<file path="src/rtl/hdmi_pkg.sv">
// Shared HDMI definitions: period encodings, control codes, guard-band words
// and the default 640x480 timing used by the period scheduler.
package hdmi_pkg;

   // HDMI period of the pixel being presented; the encoding is visible on the
   // scheduler's period port and consumed by the channel mux.
   typedef enum logic [1:0] {
      PERIOD_CONTROL  = 2'd0,
      PERIOD_PREAMBLE = 2'd1,
      PERIOD_GUARD    = 2'd2,
      PERIOD_VIDEO    = 2'd3
   } period_t;

   // CTL3..CTL0 values for the green/red control codes
   localparam logic [3:0] CTL_VIDEO_PRE = 4'b0001;
   localparam logic [3:0] CTL_IDLE      = 4'b0000;

   // Video guard-band TMDS words driven by the channel mux during GUARD
   localparam logic [9:0] GUARD_WORD_CH0 = 10'b1011001100;
   localparam logic [9:0] GUARD_WORD_CH1 = 10'b0100110011;
   localparam logic [9:0] GUARD_WORD_CH2 = 10'b1011001100;

   // Default 640x480@60 timing
   localparam int DEF_H_ACTIVE = 640;
   localparam int DEF_H_FP     = 16;
   localparam int DEF_H_SYNC   = 96;
   localparam int DEF_H_BP     = 48;
   localparam int DEF_V_ACTIVE = 480;
   localparam int DEF_V_FP     = 10;
   localparam int DEF_V_SYNC   = 2;
   localparam int DEF_V_BP     = 33;
   localparam int DEF_PRE_LEN  = 8;
   localparam int DEF_GRD_LEN  = 2;

endpackage

</file>
<file path="src/rtl/hdmi_raster_counter.sv">
// Raster position counters. sx/sy are the registered position; nx/ny are the
// position that will be presented after the coming edge, so the parent can
// register decodes that line up with sx/sy without an extra stage.
module hdmi_raster_counter #(
   parameter int H_TOTAL = 800,
   parameter int V_TOTAL = 525
) (
   input  logic        clk_base,
   input  logic        rst,
   input  logic        en,
   output logic [10:0] sx,
   output logic [10:0] sy,
   output logic [10:0] nx,
   output logic [10:0] ny
);

   localparam logic [10:0] H_LAST = 11'(H_TOTAL - 1);
   localparam logic [10:0] V_LAST = 11'(V_TOTAL - 1);

   // Next position: advance one pixel when enabled, line step on column wrap
   always_comb begin
      nx = sx;
      ny = sy;
      if (en) begin
         if (sx == H_LAST) begin
            nx = 11'd0;
            ny = (sy == V_LAST) ? 11'd0 : sy + 11'd1;
         end else begin
            nx = sx + 11'd1;
         end
      end
   end

   // Position register; reset parks on the last pixel so the first advance shows (0,0)
   always_ff @(posedge clk_base or posedge rst) begin
      if (rst) begin
         sx <= H_LAST;
         sy <= V_LAST;
      end else begin
         sx <= nx;
         sy <= ny;
      end
   end

endmodule

</file>
<file path="src/rtl/hdmi_period_scheduler.sv">
// Pixel-clock sequencer for the TMDS encoder bank: raster position, syncs,
// data enable and the HDMI period (CONTROL/PREAMBLE/GUARD/VIDEO) of each pixel.
// Every output is registered from the next-position values so all of them
// describe the pixel shown on sx/sy in the same cycle. The period output is
// the period FSM state register itself.
module hdmi_period_scheduler
   import hdmi_pkg::*;
#(
   parameter int H_ACTIVE = DEF_H_ACTIVE,
   parameter int H_FP     = DEF_H_FP,
   parameter int H_SYNC   = DEF_H_SYNC,
   parameter int H_BP     = DEF_H_BP,
   parameter int V_ACTIVE = DEF_V_ACTIVE,
   parameter int V_FP     = DEF_V_FP,
   parameter int V_SYNC   = DEF_V_SYNC,
   parameter int V_BP     = DEF_V_BP,
   parameter int PRE_LEN  = DEF_PRE_LEN,
   parameter int GRD_LEN  = DEF_GRD_LEN
) (
   input  logic        clk_base,
   input  logic        rst,
   input  logic        en,
   output logic [10:0] sx,
   output logic [10:0] sy,
   output logic        hsync,
   output logic        vsync,
   output logic        vde,
   output logic [1:0]  period,
   output logic [3:0]  ctl,
   output logic        frame_start
);

   localparam int H_TOTAL = H_ACTIVE + H_FP + H_SYNC + H_BP;
   localparam int V_TOTAL = V_ACTIVE + V_FP + V_SYNC + V_BP;

   localparam logic [10:0] HA        = 11'(H_ACTIVE);
   localparam logic [10:0] HS_START  = 11'(H_ACTIVE + H_FP);
   localparam logic [10:0] HS_END    = 11'(H_ACTIVE + H_FP + H_SYNC);
   localparam logic [10:0] VA        = 11'(V_ACTIVE);
   localparam logic [10:0] VS_START  = 11'(V_ACTIVE + V_FP);
   localparam logic [10:0] VS_END    = 11'(V_ACTIVE + V_FP + V_SYNC);
   localparam logic [10:0] PRE_START = 11'(H_TOTAL - PRE_LEN - GRD_LEN);
   localparam logic [10:0] GRD_START = 11'(H_TOTAL - GRD_LEN);
   localparam logic [10:0] V_LAST    = 11'(V_TOTAL - 1);

   logic [10:0] nx, ny, nl;
   period_t     state, state_nx;
   logic        hsync_nx, vsync_nx, vde_nx, fs_nx;
   logic [3:0]  ctl_nx;

   hdmi_raster_counter #(
      .H_TOTAL (H_TOTAL),
      .V_TOTAL (V_TOTAL)
   ) u_raster (
      .clk_base (clk_base),
      .rst      (rst),
      .en       (en),
      .sx       (sx),
      .sy       (sy),
      .nx       (nx),
      .ny       (ny)
   );

   // Line that follows the one being presented; preamble is only scheduled
   // at the end of a line when that following line carries video.
   assign nl = (ny == V_LAST) ? 11'd0 : ny + 11'd1;

   // Period FSM next state plus decodes for the pixel (nx, ny).
   // CONTROL -> VIDEO at column 0 covers the first active line after reset,
   // which has no preceding preamble.
   always_comb begin
      state_nx = state;
      if (en) begin
         unique case (state)
            PERIOD_CONTROL: begin
               if ((nx == PRE_START) && (nl < VA))
                  state_nx = PERIOD_PREAMBLE;
               else if ((nx == 11'd0) && (ny < VA))
                  state_nx = PERIOD_VIDEO;
            end
            PERIOD_PREAMBLE: if (nx == GRD_START) state_nx = PERIOD_GUARD;
            PERIOD_GUARD:    if (nx == 11'd0)     state_nx = PERIOD_VIDEO;
            PERIOD_VIDEO:    if (nx == HA)        state_nx = PERIOD_CONTROL;
         endcase
      end
      hsync_nx = (nx >= HS_START) && (nx < HS_END);
      vsync_nx = (ny >= VS_START) && (ny < VS_END);
      vde_nx   = (nx < HA) && (ny < VA);
      ctl_nx   = (state_nx == PERIOD_PREAMBLE) ? CTL_VIDEO_PRE : CTL_IDLE;
      fs_nx    = en && (nx == 11'd0) && (ny == 11'd0);
   end

   // Output and state registers; frozen values follow from nx/ny holding when en=0
   always_ff @(posedge clk_base or posedge rst) begin
      if (rst) begin
         state       <= PERIOD_CONTROL;
         hsync       <= 1'b0;
         vsync       <= 1'b0;
         vde         <= 1'b0;
         ctl         <= CTL_IDLE;
         frame_start <= 1'b0;
      end else begin
         state       <= state_nx;
         hsync       <= hsync_nx;
         vsync       <= vsync_nx;
         vde         <= vde_nx;
         ctl         <= ctl_nx;
         frame_start <= fs_nx;
      end
   end

   assign period = state;

endmodule

</file>
<file path="config.mk">
export PLATFORM = sky130hd
export DESIGN_NAME = hdmi_period_scheduler
export DESIGN_NICKNAME = d
export VERILOG_FILES = /design/src/rtl/hdmi_pkg.sv /design/src/rtl/hdmi_raster_counter.sv /design/src/rtl/hdmi_period_scheduler.sv
export SDC_FILE = /design/constraint.sdc
export NUM_CORES = 1
export LEC_CHECK = 0
export BUFFER_PORTS_ARGS = -buffer_cell sky130_fd_sc_hd__buf_2
export CAP_MARGIN = 20
export CORE_ASPECT_RATIO = 1.1
export CORE_MARGIN = 3
export CORE_UTILIZATION = 49
export CTS_CLUSTER_SIZE = 40
export DETAILED_ROUTE_END_ITERATION = 16
export MAX_ROUTING_LAYER = met4
export PLACE_DENSITY = 0.8
export SETUP_SLACK_MARGIN = 0.15
export SLEW_MARGIN = 5
export SYNTH_ARGS = -nofsm -noshare
export SYNTH_HDL_FRONTEND = slang
export SYNTH_SLANG_ARGS = --single-unit
</file>
<file path="constraint.sdc">
create_clock -name clk_base -period 4.5 [get_ports clk_base]
set_input_delay 0.225 -clock clk_base [delete_from_list [all_inputs] [get_ports clk_base]]
set_output_delay 0.225 -clock clk_base [all_outputs]
set_load 0.005 [all_outputs]
</file>
==> flow_metrics.tcl, run 1 <==
set metrics [dict create \
    area_growth_pct 13.95 \
    cap_violations 0 \
    tns_ns 0 \
    yosysMostFrequentCell "nand2_1" \
    clk_pin_slew_ns 0.07 \
    r2r-end "ctl[0]" \
    yosysTopAreaCell "dfrtp_1" \
    ys.flop_type "dfrtp_1" \
    grt_antenna_before_repair 0 \
    vdd_drop_max_mv 0.3568 \
    rsz0062_at_grt "no" \
    pwr_density_cell_nw_per_um2 401.4 \
    min_path_type "input pin to flip-flop" \
    gp_congestion 0.9502 \
    rows 24 \
    hp-start "en" \
    ys_seq_area_share_pct 34.58 \
    wl_um 5321 \
    synth_edf_count 0 \
    worstPathArrival_ns 3.39 \
    r2r_slack_ns 1.28 \
    synth_cells 247 \
    core_um2 4084 \
    tightest_slew_ns 0.5955 \
    fin_skew_ns 0.003875 \
    drive_above_1_share_pct 24.82 \
    synthTopCellsByCount "nand2_1 (22), dfrtp_1 (19), nor2_1 (17), nor3_1 (12), dfstp_2 (10)" \
    post-place-cells 316 \
    clock-root-buffer "clkbuf_8" \
    cts_inserted_buffers 5 \
    yosysWarnings 0 \
    syn-cell-area_um2 2135 \
    crit_path_end_kind "flip-flop" \
    dp_hpwl_um 3846 \
    grt_pass1_vias 1768 \
    ant_nets 0 \
    io_pins 35 \
    grt_first_pass_wirelength_um 8776 \
    critPathKind "flip-flop to flip-flop" \
    grt_max_degree 30 \
    firstDrtPassIters 5 \
    ys_types 70 \
    antenna_cells 0 \
    period_needed_ns 3.217 \
    max_slew_margin_pct 59.97 \
    cts_tree "done" \
    synth_top_area_share_pct 22.27 \
    final_nets 279 \
    fin_crit_sh_pct 71.50 \
    path_max_fanout 11 \
    hold_depth 3 \
    reg2reg_depth 10 \
    cts_buffer_depth 2 \
    dieWidth_um 68.93 \
    via_per_inst 6.150 \
    grt_use_total_pct 23.18 \
    first_iter_violations 170 \
    wl_per_cell_um 16.32 \
    p_leak_nw 1.047 \
    synth_area_leaders "dfrtp_1 (22%), dfstp_2 (12%), nand2_1 (3.9%)" \
    initial_core_util_pct 52.27 \
    gr-total-overflow 0 \
    via_count 2005 \
    postCtsSetupRepairBufs 0 \
    cp-start-kind "flip-flop" \
    die_h_um 75.23 \
    cp.required_ns 4.67 \
    setup_viol 0 \
    cts.sinks 29 \
    cts_max_level 2 \
    dieArea_um2 5185 \
    status "finished clean" \
    fmax_ghz 0.3108 \
    final_cells 326 \
    slew_viol_final 0 \
    power.total_uw 976.3 \
    syn_avg_cell_area_um2 8.642 \
    crit-reg2reg-launch "u_raster.sx[0]" \
    ys_ff_latch 29 \
    whs_endpoint "u_raster.sx[1]" \
    drc 0 \
    hold_violations 0 \
    io_buffers 31 \
    post_cts_resized 0 \
    async_flop_share_pct 100.0 \
    worstSkewPairLatency_ns 0.29 \
]
critical path, stage by stage, from the launching register on:
cell	delay, ns
dfstp_2	0.63
ha_1	0.34
nand2_1	0.22
o41ai_1	0.35
o41a_1	0.28
inv_2	0.07
nor4_2	0.41
nand2_1	0.13
o2bb2a_1	0.30
a22oi_1	0.28
a21oi_2	0.09
worst max-delay path by stage:
stage                         startpoint  slack [ns]        end
after global placement    u_raster.sx[0]        1.42  period[0]
after CTS                 u_raster.sx[0]        1.30     ctl[0]
after floorplan           u_raster.sy[0]        1.65     ctl[0]
after global routing      u_raster.sx[0]        1.06     ctl[0]
after detailed placement  u_raster.sx[0]        1.32     ctl[0]
final                     u_raster.sx[0]        1.28     ctl[0]
placed cells by master (no fill, tap or decap), drive strengths merged, types with 5 or more instances in the layout:
cell type / Yosys / routed
nand3: 9 / 9
xnor2: 9 / 9
or2: 6 / 6
a31oi: 5 / 5
a21oi: 9 / 9
nor4: 6 / 6
and3: 5 / 5
nor3: 13 / 13
dfrtp: 19 / 19
buf: 11 / 33
inv: 10 / 10
nand2: 22 / 22
nor2: 18 / 18
xor2: 6 / 6
dfstp: 10 / 10
nand4: 6 / 6
o21ai: 10 / 10
and4: 5 / 5
or3: 5 / 5
clkbuf: 6 / 5
area by class of cell:
| cell class | instances | area [um^2] |
|---|---|---|
| fill | 381 | 1652 |
| multi-input combinational | 193 | 1276 |
| sequential | 29 | 738.2 |
| timing repair buffer | 34 | 200.2 |
| clock buffer | 5 | 68.82 |
| tap | 52 | 65.06 |
| clock inverter | 3 | 46.29 |
| inverter | 10 | 37.54 |
per-stage QoR:
stage | util [%] | hold WS (ns) | instance area (um^2) | setup slack (ns)
floorplan | - | 0.2957 | 2142 | 1.652
finish | 59.56 | 0.2485 | 2432 | 1.283
CTS | 58.64 | 0.2289 | 2395 | 1.301
global route | 59.56 | 0.2439 | 2432 | 1.064
global placement | 55.82 | 0.5273 | 2280 | 1.420
detailed placement | 55.82 | 0.5302 | 2280 | 1.319
kinds of logic after synthesis:
logic type	after synthesis	synth area share, %
xor gates and xnor gates	15	6.155
buffers and inverters	27	5.978
AOI/OAI and AO/OA	56	19.46
other	1	0.1757
DFF	29	34.58
and+or+nand+nor	114	30.89
muxes	2	0.9965
adders and majority gates	3	1.759
power breakdown:
group	switching [mW]	internal [mW]	leakage, nW	total, mW
registers	0.0874	0.321	0.353	0.408
clock network	0.108	0.165	0.0543	0.274
logic	0.159	0.136	0.639	0.295
state kept, by name (all words and copies together), names as in the netlist:
register and count:
ctl 1, frame_start 1, hsync 1, period 2, u_raster.sx 11, u_raster.sy 11
vde 1, vsync 1
what timing repair did:
item	in CTS	in global routing
endpoints found under the hold margin	0	5
setup endpoints to repair	0	0
hold buffers	0	1
routing by layer:
metal	wire, um	track usage, %
met5	0	-
met4	55	6.926
met3	453	5.821
met2	2360	31.14
met1	2451	34.12
No activity file was read; power rests on OpenSTA's default activity.
==> inputs of run 2 (changes only) <==
--- a/config.mk
+++ b/config.mk
@@ -13,7 +13,7 @@
 export CTS_CLUSTER_SIZE = 40
 export DETAILED_ROUTE_END_ITERATION = 16
 export MAX_ROUTING_LAYER = met4
-export PLACE_DENSITY = 0.8
+export PLACE_DENSITY = 0.83
 export SETUP_SLACK_MARGIN = 0.15
 export SLEW_MARGIN = 5
 export SYNTH_ARGS = -nofsm -noshare
==> constraint.sdc (replaced) <==
create_clock -name clk_base -period 2.95 [get_ports clk_base]
set_input_delay 0.1475 -clock clk_base [delete_from_list [all_inputs] [get_ports clk_base]]
set_output_delay 0.1475 -clock clk_base [all_outputs]
set_load 0.005 [all_outputs]
==> flow_metrics.tcl, run 2 (same netlist as run 1, synthesis figures left out) <==
set metrics [dict create \
    status "finished clean" \
    crit_path_max_incr_delay_ns 0.60 \
    dp_hpwl_um 4205 \
    final_core_util_pct 65.07 \
    slew_viol_final 0 \
    firstDrtPassIters 5 \
    drc 0 \
    hp-start "en" \
    nFillCells 348 \
    r2r_slack_ns 0.19 \
    gp_congestion 0.9559 \
    vdd_drop_max_mv 0.4449 \
    area_growth_pct 24.50 \
    dieArea_um2 5185 \
    core_um2 4084 \
    cap_violations 0 \
    whs_endpoint "u_raster.sx[1]" \
    pwr_density_cell_nw_per_um2 564.8 \
    cts_inserted_buffers 5 \
    critPathKind "flip-flop to flip-flop" \
    tns_ns 0 \
    cts.sinks 29 \
    worstPathArrival_ns 2.93 \
    fin_skew_ns 0.005055 \
    period_needed_ns 2.761 \
    dpl_worst_slack_ns 0.04538 \
    grt_antenna_before_repair 0 \
    hold_violations 0 \
    slowest_stage "dfstp_2" \
    dieWidth_um 68.93 \
    critical-path-top-delay-family "compound AO/OA/AOI/OAI gates" \
    fmax_ghz 0.3622 \
    final_cell_mix "buf_2 (31), buf_4 (24), nand2_1 (20)" \
    initial_core_util_pct 52.27 \
    final_common_cell "buf_2" \
    antenna_cells 0 \
    layout.area.seq_um2 738.2 \
    cts_max_level 2 \
    grt_max_degree 30 \
    via_per_inst 6.332 \
    hold_slack_ns 0.1786 \
    path_buf_inv 1 \
    drive_above_1_share_pct 35.69 \
    grt_pass1_vias 1999 \
    cp.required_ns 3.12 \
    ant_nets 0 \
    clock-root-buffer "clkbuf_8" \
    first_iter_violations 296 \
    min_path_type "input pin to flip-flop" \
    setup_viol 0 \
    crit_path_end_kind "flip-flop" \
    startpoint "u_raster.sx[1]" \
    io_pins 35 \
    grt_use_total_pct 25.52 \
    crit-reg2reg-launch "u_raster.sx[1]" \
    rsz0062_at_grt "no" \
    hold_depth 3 \
    setup_ws_ns 0.1894 \
    multi_input_area_um2 1361 \
    path_max_fanout 7 \
    tightest_slew_ns 0.5945 \
    gr-total-overflow 0 \
    grt_first_pass_wirelength_um 9611 \
    io_buffers 31 \
    reg2reg_depth 10 \
    crit_chain "ha_4, nand2_1, o41ai_2, o41a_1, buf_4, o311ai_1, nor4_1, o2bb2a_2, a22oi_2, a21oi_2" \
    via_count 2210 \
    clk_pin_slew_ns 0.07 \
    r2r-end "ctl[0]" \
    die_h_um 75.23 \
    p_leak_nw 1.167 \
    wl_per_cell_um 17.54 \
    cts_tree "done" \
    rows 24 \
    cp-start-kind "flip-flop" \
    final_nets 302 \
    fin_crit_sh_pct 93.58 \
    cts_buffer_depth 2 \
    wl_um 6120 \
    max_slew_margin_pct 60.32 \
    worstSkewPairLatency_ns 0.29 \
]
==> run 2: changes by cell type in the layout (fill, tap and decap cells not counted), moves of 2 or more <==
cell / previous run / this run
nand2_2: 0 / 2
clkinv_2: 0 / 2
inv_1: 9 / 7
inv_2: 1 / 3
nand2_1: 22 / 20
nand4bb_1: 2 / 0
buf_4: 1 / 24
==> run 2: repair_timing <==
action	CTS	global route
hold buffers	0	1
buffers inserted	2	5
gates resized for setup	4	12
cloned	0	0
pin swaps	0	4
endpoints found under the hold margin	0	9
setup endpoints to repair	2	4
==> run 2: final cells by class <==
class                      count  area share [%]
clock buffer                   6           2.731
tap                           52           2.448
sequential                    29           27.78
timing repair buffer          57           14.03
multi-input combinational    193           51.22
inverter                      10           1.412
clock inverter                 2          0.3766
==> run 2: worst max-delay path by stage <==
stage | end | slack [ns] | cells after the start
3_3_place_gp | ctl[0] | 0.12 | 10
4_1_cts | ctl[0] | 0.15 | 9
6_report | ctl[0] | 0.19 | 10
2_1_floorplan | ctl[0] | 0.19 | 11
3_5_place_dp | ctl[0] | 0.05 | 10
5_1_grt | period[0] | 0.11 | 10
==> run 2: routing by layer <==
layer	track usage, %	up-vias	wire length (um)	part of all wire (%)
met5	-	-	0	0
met4	12.34	0	212	3.5
met3	7.463	24	564	9.2
met2	37.82	146	2955	48
met1	31.63	1017	2387	39
li1	-	1023	-	-
==> run 2: metrics by stage <==
stage	total power, mW	area [um^2]	cells
floorplan	0.9272	2161	249
global placement	1.072	2409	332
detailed placement	1.082	2409	332
CTS	1.432	2535	342
global route	1.596	2658	349
finish	1.501	2658	349
==> run 2: tightest hold or removal path: cells and delay by family <==
family	cells	cell delay, ns
AOI/OAI and AO/OA	1	0.06
and+or+nand+nor	1	0.08
buffers and inverters	1	0.17
==> run 2: power breakdown <==
part	switching [mW]	internal [mW]
clock	0.160	0.163
sequential	0.0996	0.489
combinational	0.315	0.274
total	0.574	0.927
